===== config.mk =====
export PLATFORM = sky130hd
export DESIGN_NAME = kianv_clint_flat
export DESIGN_NICKNAME = d
export VERILOG_FILES = /design/src/rtl/kianv_clint_pkg.sv /design/src/rtl/kianv_clint_if.sv /design/src/rtl/kianv_clint_timer.sv /design/src/rtl/kianv_clint.sv /design/src/flat_wrapper.sv
export SDC_FILE = /design/constraint.sdc
export NUM_CORES = 1
export LEC_CHECK = 0
export BUFFER_PORTS_ARGS = -buffer_cell sky130_fd_sc_hd__buf_2
export CORE_UTILIZATION = 55
export CTS_BUF_LIST = sky130_fd_sc_hd__clkbuf_8
export DETAILED_ROUTE_END_ITERATION = 10
export PLACE_DENSITY = 0.79
export SYNTH_ARGS = -nofsm -noshare
export SYNTH_HDL_FRONTEND = slang
export SYNTH_SLANG_ARGS = --single-unit

===== constraint.sdc =====
create_clock -name clk -period 7.2 [get_ports clk]
set_input_delay 0.72 -clock clk [delete_from_list [all_inputs] [get_ports clk]]
set_output_delay 0.72 -clock clk [all_outputs]
set_load 0.05 [all_outputs]

===== src/rtl/kianv_clint_pkg.sv =====
// Shared definitions for the core-local interruptor: register offsets,
// bus FSM states, register decode and byte-strobe merge helpers.
package kianv_clint_pkg;

    localparam logic [15:0] CLINT_MSIP        = 16'h0000;
    localparam logic [15:0] CLINT_MTIMECMP_LO = 16'h4000;
    localparam logic [15:0] CLINT_MTIMECMP_HI = 16'h4004;
    localparam logic [15:0] CLINT_MTIME_LO    = 16'hBFF8;
    localparam logic [15:0] CLINT_MTIME_HI    = 16'hBFFC;

    typedef enum logic {
        ST_IDLE = 1'b0,
        ST_ACK  = 1'b1
    } clint_state_t;

    typedef enum logic [2:0] {
        REG_NONE     = 3'd0,
        REG_MSIP     = 3'd1,
        REG_CMP_LO   = 3'd2,
        REG_CMP_HI   = 3'd3,
        REG_MTIME_LO = 3'd4,
        REG_MTIME_HI = 3'd5
    } clint_reg_t;

    // Misaligned offsets fall through to REG_NONE so they fault like holes.
    function automatic clint_reg_t decode_offset(input logic [15:0] off);
        clint_reg_t r;
        r = REG_NONE;
        if (off[1:0] == 2'b00) begin
            case (off)
                CLINT_MSIP:        r = REG_MSIP;
                CLINT_MTIMECMP_LO: r = REG_CMP_LO;
                CLINT_MTIMECMP_HI: r = REG_CMP_HI;
                CLINT_MTIME_LO:    r = REG_MTIME_LO;
                CLINT_MTIME_HI:    r = REG_MTIME_HI;
                default:           r = REG_NONE;
            endcase
        end
        return r;
    endfunction

    function automatic logic [31:0] apply_wstrb(input logic [31:0] old_val,
                                                input logic [31:0] wdata,
                                                input logic [3:0]  wstrb);
        logic [31:0] r;
        r = old_val;
        for (int b = 0; b < 4; b++) begin
            if (wstrb[b]) r[8*b +: 8] = wdata[8*b +: 8];
        end
        return r;
    endfunction

endpackage


===== src/rtl/kianv_clint_if.sv =====
// Native memory-bus port of the core-local interruptor.
interface kianv_clint_if;
    logic        mem_valid;
    logic [31:0] mem_addr;
    logic [3:0]  mem_wstrb;
    logic [31:0] mem_wdata;
    logic [31:0] mem_rdata;
    logic        mem_ready;
    logic        access_fault;
    logic        sel;

    modport master (
        output mem_valid, mem_addr, mem_wstrb, mem_wdata,
        input  mem_rdata, mem_ready, access_fault, sel
    );

    modport slave (
        input  mem_valid, mem_addr, mem_wstrb, mem_wdata,
        output mem_rdata, mem_ready, access_fault, sel
    );
endinterface


===== src/rtl/kianv_clint_timer.sv =====
// Prescaled 64-bit mtime counter; a bus write to either half overrides the
// increment for that cycle and never carries across halves.
module kianv_clint_timer
    import kianv_clint_pkg::*;
#(
    parameter int unsigned TICK_DIV = 1
) (
    input  logic        clk,
    input  logic        rst,
    input  logic [3:0]  wr_lo_strb,
    input  logic [3:0]  wr_hi_strb,
    input  logic [31:0] wdata,
    output logic [63:0] mtime
);

    localparam logic [15:0] PRESC_LAST = 16'(TICK_DIV - 1);

    logic [15:0] prescaler;
    logic        tick;
    logic        bus_write;

    assign tick      = (prescaler == PRESC_LAST);
    assign bus_write = (|wr_lo_strb) || (|wr_hi_strb);

    always_ff @(posedge clk or posedge rst) begin
        if (rst) begin
            prescaler <= 16'd0;
        end else if (tick) begin
            prescaler <= 16'd0;
        end else begin
            prescaler <= prescaler + 16'd1;
        end
    end

    always_ff @(posedge clk or posedge rst) begin
        if (rst) begin
            mtime <= 64'd0;
        end else if (bus_write) begin
            mtime <= {apply_wstrb(mtime[63:32], wdata, wr_hi_strb),
                      apply_wstrb(mtime[31:0],  wdata, wr_lo_strb)};
        end else if (tick) begin
            mtime <= mtime + 64'd1;
        end
    end

endmodule


===== src/rtl/kianv_clint.sv =====
// Core-local interruptor: bus FSM, register decode, mtimecmp/msip and the
// registered MTIP (IRQ7) / MSIP (IRQ3) outputs.
//
// state   | meaning
// --------+-----------------------------------------------------------
// ST_IDLE | waiting; an in-window request is executed on this edge
// ST_ACK  | mem_ready (and access_fault if unmapped) for one cycle
module kianv_clint
    import kianv_clint_pkg::*;
#(
    parameter logic [31:0] BASE_ADDR = 32'h0200_0000,
    parameter int unsigned TICK_DIV  = 1
) (
    input  logic          clk,
    input  logic          rst,
    kianv_clint_if.slave  bus,
    output logic          IRQ3,
    output logic          IRQ7
);

    clint_state_t state_q, state_d;
    clint_reg_t   reg_sel;

    logic        sel;
    logic        accept;
    logic        is_write;
    logic [31:0] rd_mux;
    logic [31:0] rdata_q;
    logic        fault_q;
    logic        msip;
    logic [63:0] mtimecmp;
    logic [63:0] mtime;
    logic [3:0]  mtime_lo_strb;
    logic [3:0]  mtime_hi_strb;

    assign sel      = bus.mem_valid && (bus.mem_addr[31:16] == BASE_ADDR[31:16]);
    assign reg_sel  = decode_offset(bus.mem_addr[15:0]);
    assign is_write = |bus.mem_wstrb;

    always_ff @(posedge clk or posedge rst) begin
        if (rst) state_q <= ST_IDLE;
        else     state_q <= state_d;
    end

    // mem_valid is not looked at in ST_ACK, so a held request is serviced once.
    always_comb begin
        state_d = state_q;
        accept  = 1'b0;
        case (state_q)
            ST_IDLE: begin
                if (sel) begin
                    accept  = 1'b1;
                    state_d = ST_ACK;
                end
            end
            ST_ACK:  state_d = ST_IDLE;
            default: state_d = ST_IDLE;
        endcase
    end

    always_comb begin
        mtime_lo_strb = 4'b0000;
        mtime_hi_strb = 4'b0000;
        if (accept && reg_sel == REG_MTIME_LO) mtime_lo_strb = bus.mem_wstrb;
        if (accept && reg_sel == REG_MTIME_HI) mtime_hi_strb = bus.mem_wstrb;
    end

    kianv_clint_timer #(
        .TICK_DIV (TICK_DIV)
    ) u_timer (
        .clk        (clk),
        .rst        (rst),
        .wr_lo_strb (mtime_lo_strb),
        .wr_hi_strb (mtime_hi_strb),
        .wdata      (bus.mem_wdata),
        .mtime      (mtime)
    );

    // mtime is sampled before this cycle's increment lands.
    always_comb begin
        rd_mux = 32'h0;
        case (reg_sel)
            REG_MSIP:     rd_mux = {31'h0, msip};
            REG_CMP_LO:   rd_mux = mtimecmp[31:0];
            REG_CMP_HI:   rd_mux = mtimecmp[63:32];
            REG_MTIME_LO: rd_mux = mtime[31:0];
            REG_MTIME_HI: rd_mux = mtime[63:32];
            default:      rd_mux = 32'h0;
        endcase
    end

    always_ff @(posedge clk or posedge rst) begin
        if (rst) begin
            rdata_q <= 32'h0;
            fault_q <= 1'b0;
        end else if (accept) begin
            rdata_q <= is_write ? 32'h0 : rd_mux;
            fault_q <= (reg_sel == REG_NONE);
        end
    end

    always_ff @(posedge clk or posedge rst) begin
        if (rst) begin
            msip     <= 1'b0;
            mtimecmp <= 64'hFFFF_FFFF_FFFF_FFFF;
        end else if (accept) begin
            case (reg_sel)
                REG_MSIP: begin
                    if (bus.mem_wstrb[0]) msip <= bus.mem_wdata[0];
                end
                REG_CMP_LO:
                    mtimecmp[31:0]  <= apply_wstrb(mtimecmp[31:0],  bus.mem_wdata, bus.mem_wstrb);
                REG_CMP_HI:
                    mtimecmp[63:32] <= apply_wstrb(mtimecmp[63:32], bus.mem_wdata, bus.mem_wstrb);
                default: ;
            endcase
        end
    end

    always_ff @(posedge clk or posedge rst) begin
        if (rst) begin
            IRQ3 <= 1'b0;
            IRQ7 <= 1'b0;
        end else begin
            IRQ3 <= msip;
            IRQ7 <= (mtime >= mtimecmp);
        end
    end

    assign bus.sel          = sel;
    assign bus.mem_ready    = (state_q == ST_ACK);
    assign bus.access_fault = (state_q == ST_ACK) && fault_q;
    assign bus.mem_rdata    = rdata_q;

endmodule


===== src/flat_wrapper.sv =====
// flat-port wrapper written by rule: the top's interface ports become plain ports
module kianv_clint_flat import kianv_clint_pkg::*;
#(
    parameter logic [31:0] BASE_ADDR = 32'h0200_0000,
    parameter int unsigned TICK_DIV  = 1
)
  (clk, rst, IRQ3, IRQ7, bus_mem_valid, bus_mem_addr, bus_mem_wstrb, bus_mem_wdata, bus_mem_rdata, bus_mem_ready, bus_access_fault, bus_sel);
  kianv_clint_if bus_i ();
  input  logic clk;
  input  logic rst;
  output logic IRQ3;
  output logic IRQ7;
  input wire logic [$bits(bus_i.mem_valid)-1:0] bus_mem_valid;
  input wire logic [$bits(bus_i.mem_addr)-1:0] bus_mem_addr;
  input wire logic [$bits(bus_i.mem_wstrb)-1:0] bus_mem_wstrb;
  input wire logic [$bits(bus_i.mem_wdata)-1:0] bus_mem_wdata;
  output wire logic [$bits(bus_i.mem_rdata)-1:0] bus_mem_rdata;
  output wire logic [$bits(bus_i.mem_ready)-1:0] bus_mem_ready;
  output wire logic [$bits(bus_i.access_fault)-1:0] bus_access_fault;
  output wire logic [$bits(bus_i.sel)-1:0] bus_sel;
  assign bus_i.mem_valid = bus_mem_valid;
  assign bus_i.mem_addr = bus_mem_addr;
  assign bus_i.mem_wstrb = bus_mem_wstrb;
  assign bus_i.mem_wdata = bus_mem_wdata;
  assign bus_mem_rdata = bus_i.mem_rdata;
  assign bus_mem_ready = bus_i.mem_ready;
  assign bus_access_fault = bus_i.access_fault;
  assign bus_sel = bus_i.sel;
  kianv_clint #(.BASE_ADDR(BASE_ADDR), .TICK_DIV(TICK_DIV)) u_core (.clk(clk), .rst(rst), .bus(bus_i), .IRQ3(IRQ3), .IRQ7(IRQ7));
endmodule

==> key figures <==
Status
  – Status: finished, final reports clean

Layout
  – Most common cell after layout, fill and taps aside: dfrtp_1
  – Most frequent cells in the layout: dfrtp_1, buf_2, nand2_1, inv_1, ha_1
  – Area grow syn2layout: 10.0%
  – Layout cells sized above 1: 0.230
  – Filler instances: 1,785
  – Number of nets in the layout: 1,432
  – Finished Cell Area: 12,800 µm²

Timing
  – Unrepaired setup endpoints after global routing: no
  – Fmax: 0.276 GHz
  – Final Setup Violations: 0
  – Crit share post-route: 0.503
  – Final min period: 3.62 ns
  – Fin. max-slew vios: 0
  – Fin. Hold Viols: 0
  – Final setup TNS: 0 ns
  – Final Skew: 0.0168 ns
  – Slew headroom: 0.212
  – Slew @ Worst Pin: 1.17 ns

Power
  – Leak: 5.55 nW
  – Net Sw Frac: 0.235
  – Sw Pwr: 0.437 mW
  – Pwr Density: 145 nW/µm²
  – Internal: 1.42 mW
  – Comb pwr share: 0.033
  – Power share of the sequential group: 0.548
  – Clock Power Share: 0.420
  – Worst vdd ir: 0.124 mV

Global routing
  – First-pass GRT wire length: 55.6 mm
  – Vias in the first global route: 10.6k
  – Initial antenna violation count: 0
  – GRT overflow: 0
  – GRT Overall Usage: 0.326
  – Largest net degree at the start of global routing: 107

Setup path
  – Worst setup EP type: flop
  – Crit path launch type: input port
  – Worst Setup Path Type: input port to flop
  – Arr. time, crit path: 4.00 ns
  – Crit-path slowest cell: and2_1
  – Worst-path fanout max: 20
  – CP Cell Sequence: buf_2, or3_1, nor4_2, buf_4, and2_1, buf_4, nand3_1, nand2_1, o2bb2a_1
  – Worst reg2reg path depth: 8
  – CP dominant cell by count: buf_4
  – Worst Path Buf+Inv: 3
  – Worst path required time: 7.58 ns
  – Top Family by Delay on Critical Path: simple AND/OR/NAND/NOR gates
  – Critical path's largest stage delay: 0.79 ns
  – Cell count along the critical path: 9

Synth
  – Synth warn: 0
  – Mapped Area: 11,600 µm²
  – Netlist cell types: 72
  – Post-Syn Nets: 1,364
  – Number of flops mapped to enable cells by yosys: 0
  – Sequential area share after synthesis: 0.397
  – Synth Instances: 1,226
  – Top FF cell, synth: dfrtp_1
  – Post-synthesis register bit count: 181
  – Mapped Avg Cell Area: 9.47 µm²
  – Post-synth ARST share: 1.00

Placed design
  – Final weighted congestion in routability-driven placement: 0.936
  – Buffers added on ports: 107
  – HPWL Detailed: 24.1 mm
  – Placed cell areas: 12,300 µm²

Clock tree
  – CTS sink cnt: 181
  – Clk root buf: clkbuf_8
  – CTS tree: built
  – Longest Clk Path Bufs: 2
  – Post CTS Setup Buffer Count: 0
  – H-Tree Depth: 4
  – Skew-Pair Late Insertion Delay: 0.49 ns
  – CTS hold repair buffers: 0
  – Clk pin slew, worst setup/hold paths: 0.10 ns
  – Post-CTS sizing: 0
  – TritonCTS buffer count: 17

Floorplan
  – Core area: 20,500 µm²
  – Die Ht: 147 µm
  – Row count: 52
  – Initial Util: 0.566
  – IO Count: 108
  – Die ar.: 21,700 µm²
  – Width of the die: 147 µm

Detailed routing
  – Initial DRC count: 1,340
  – Drt wl/cell: 21.8 µm
  – Vias per cell: 6.80
  – DRT Pass-1 Iters: 7
  – Via Count: 10.7k
  – Antenna Nets Post-Route: 0
  – Routed WL: 34.3 mm
  – # DRC: 0

Min path
  – Worst Hold Depth: 0
  – Class of the worst hold path: flop to flop

Flow run
  – Max Cap Viol: 0
-- layout make-up --
cell class                 instances  area (µm²)  share of cell area
antenna                            2        5.00            0.000392
sequential                       181        4610               0.361
multi-input combinational        876        6370               0.499
clock inverter                    14         188              0.0147
inverter                          95         362              0.0283
timing repair buffer             123         656              0.0513
clock buffer                      18         248              0.0194
tap                              270         338              0.0264
-- metrics by stage --
stage / cells / util / total power, mW / hold slack, ns / worst slack [ns]
CTS: 1577 / 0.623 / 1.86 / 0.408 / 3.73
global placement: 1545 / 0.602 / 1.10 / 0.380 / 3.28
global route: 1577 / 0.623 / 1.91 / 0.423 / 3.41
detailed placement: 1545 / 0.602 / 1.10 / 0.383 / 3.22
floorplan: 1226 / - / 1.06 / 0.361 / 1.67
finish: 1579 / 0.623 / 1.86 / 0.407 / 3.58
-- synth_stat cells (11+ instances only) --
cell	number	share of area
a21oi_1	31	0.013
a221oi_1	30	0.023
a22o_1	35	0.026
a22oi_1	41	0.027
a2bb2oi_1	29	0.022
and3_1	15	0.0081
and4_1	19	0.014
buf_2	11	0.0047
clkbuf_1	54	0.017
dfrtp_1	117	0.25
dfstp_2	64	0.14
ha_1	67	0.072
inv_1	95	0.031
mux2_2	62	0.060
nand2_1	98	0.032
nand3_1	64	0.028
nand4_1	42	0.023
nor2_1	30	0.0097
nor3_1	28	0.012
nor4_1	15	0.0081
o21ai_0	33	0.014
o21ai_1	32	0.014
o22a_1	14	0.011
o22ai_1	35	0.019
xnor2_1	12	0.0091
-- registers in the layout (all words and copies together) (netlist names) --
register / flops
u_core.u_timer.prescaler: 16
u_core.mtimecmp: 64
u_core.u_timer.mtime: 64
u_core.IRQ3: 1
u_core.bus.mem_ready: 1
u_core.bus.mem_rdata: 32
u_core.IRQ7: 1
u_core.fault_q: 1
u_core.msip: 1
-- routing by layer --
metal,vias up,track usage,share of wire
li1,4828,-,-
met1,5209,0.426,0.41
met2,600,0.517,0.46
met3,107,0.0739,0.097
met4,0,0.146,0.035
met5,-,0,0
-- kinds of logic after synthesis --
kind of cell	after synthesis	share of synthesized area
AO/OA/AOI/OAI	369	0.232
AND/OR/NAND/NOR	357	0.163
flip-flops	181	0.397
buffers and inverters	169	0.0572
multiplexers	69	0.0674
adder cells (fa/ha/maj)	67	0.0722
XOR/XNOR	14	0.0106
-- power by group through the flow --
| stage | combinational, mW | sequential (mW) | clock [mW] |
|---|---|---|---|
| after floorplan | 0.0215 | 1.04 | 0 |
| after global placement | 0.0595 | 1.04 | 0 |
| after detailed placement | 0.0610 | 1.04 | 0 |
| after CTS | 0.0613 | 1.02 | 0.784 |
| after global routing | 0.0682 | 1.02 | 0.827 |
| final | 0.0608 | 1.02 | 0.780 |
-- final timing paths --
check	from	endpoint	slack, ns
worst max-delay path	bus_mem_addr[14]	u_core.u_timer.mtime[17]	3.58
worst min-delay path	u_core.msip	u_core.IRQ3	0.41
worst max register to register	u_core.mtimecmp[25]	u_core.IRQ7	3.92
worst min register to register	u_core.msip	u_core.IRQ3	0.41
max in group asynchronous	rst	u_core.u_timer.mtime[35]	5.17
min in group asynchronous	rst	u_core.bus.mem_rdata[31]	0.46
Power figures use the tool's default switching activity.
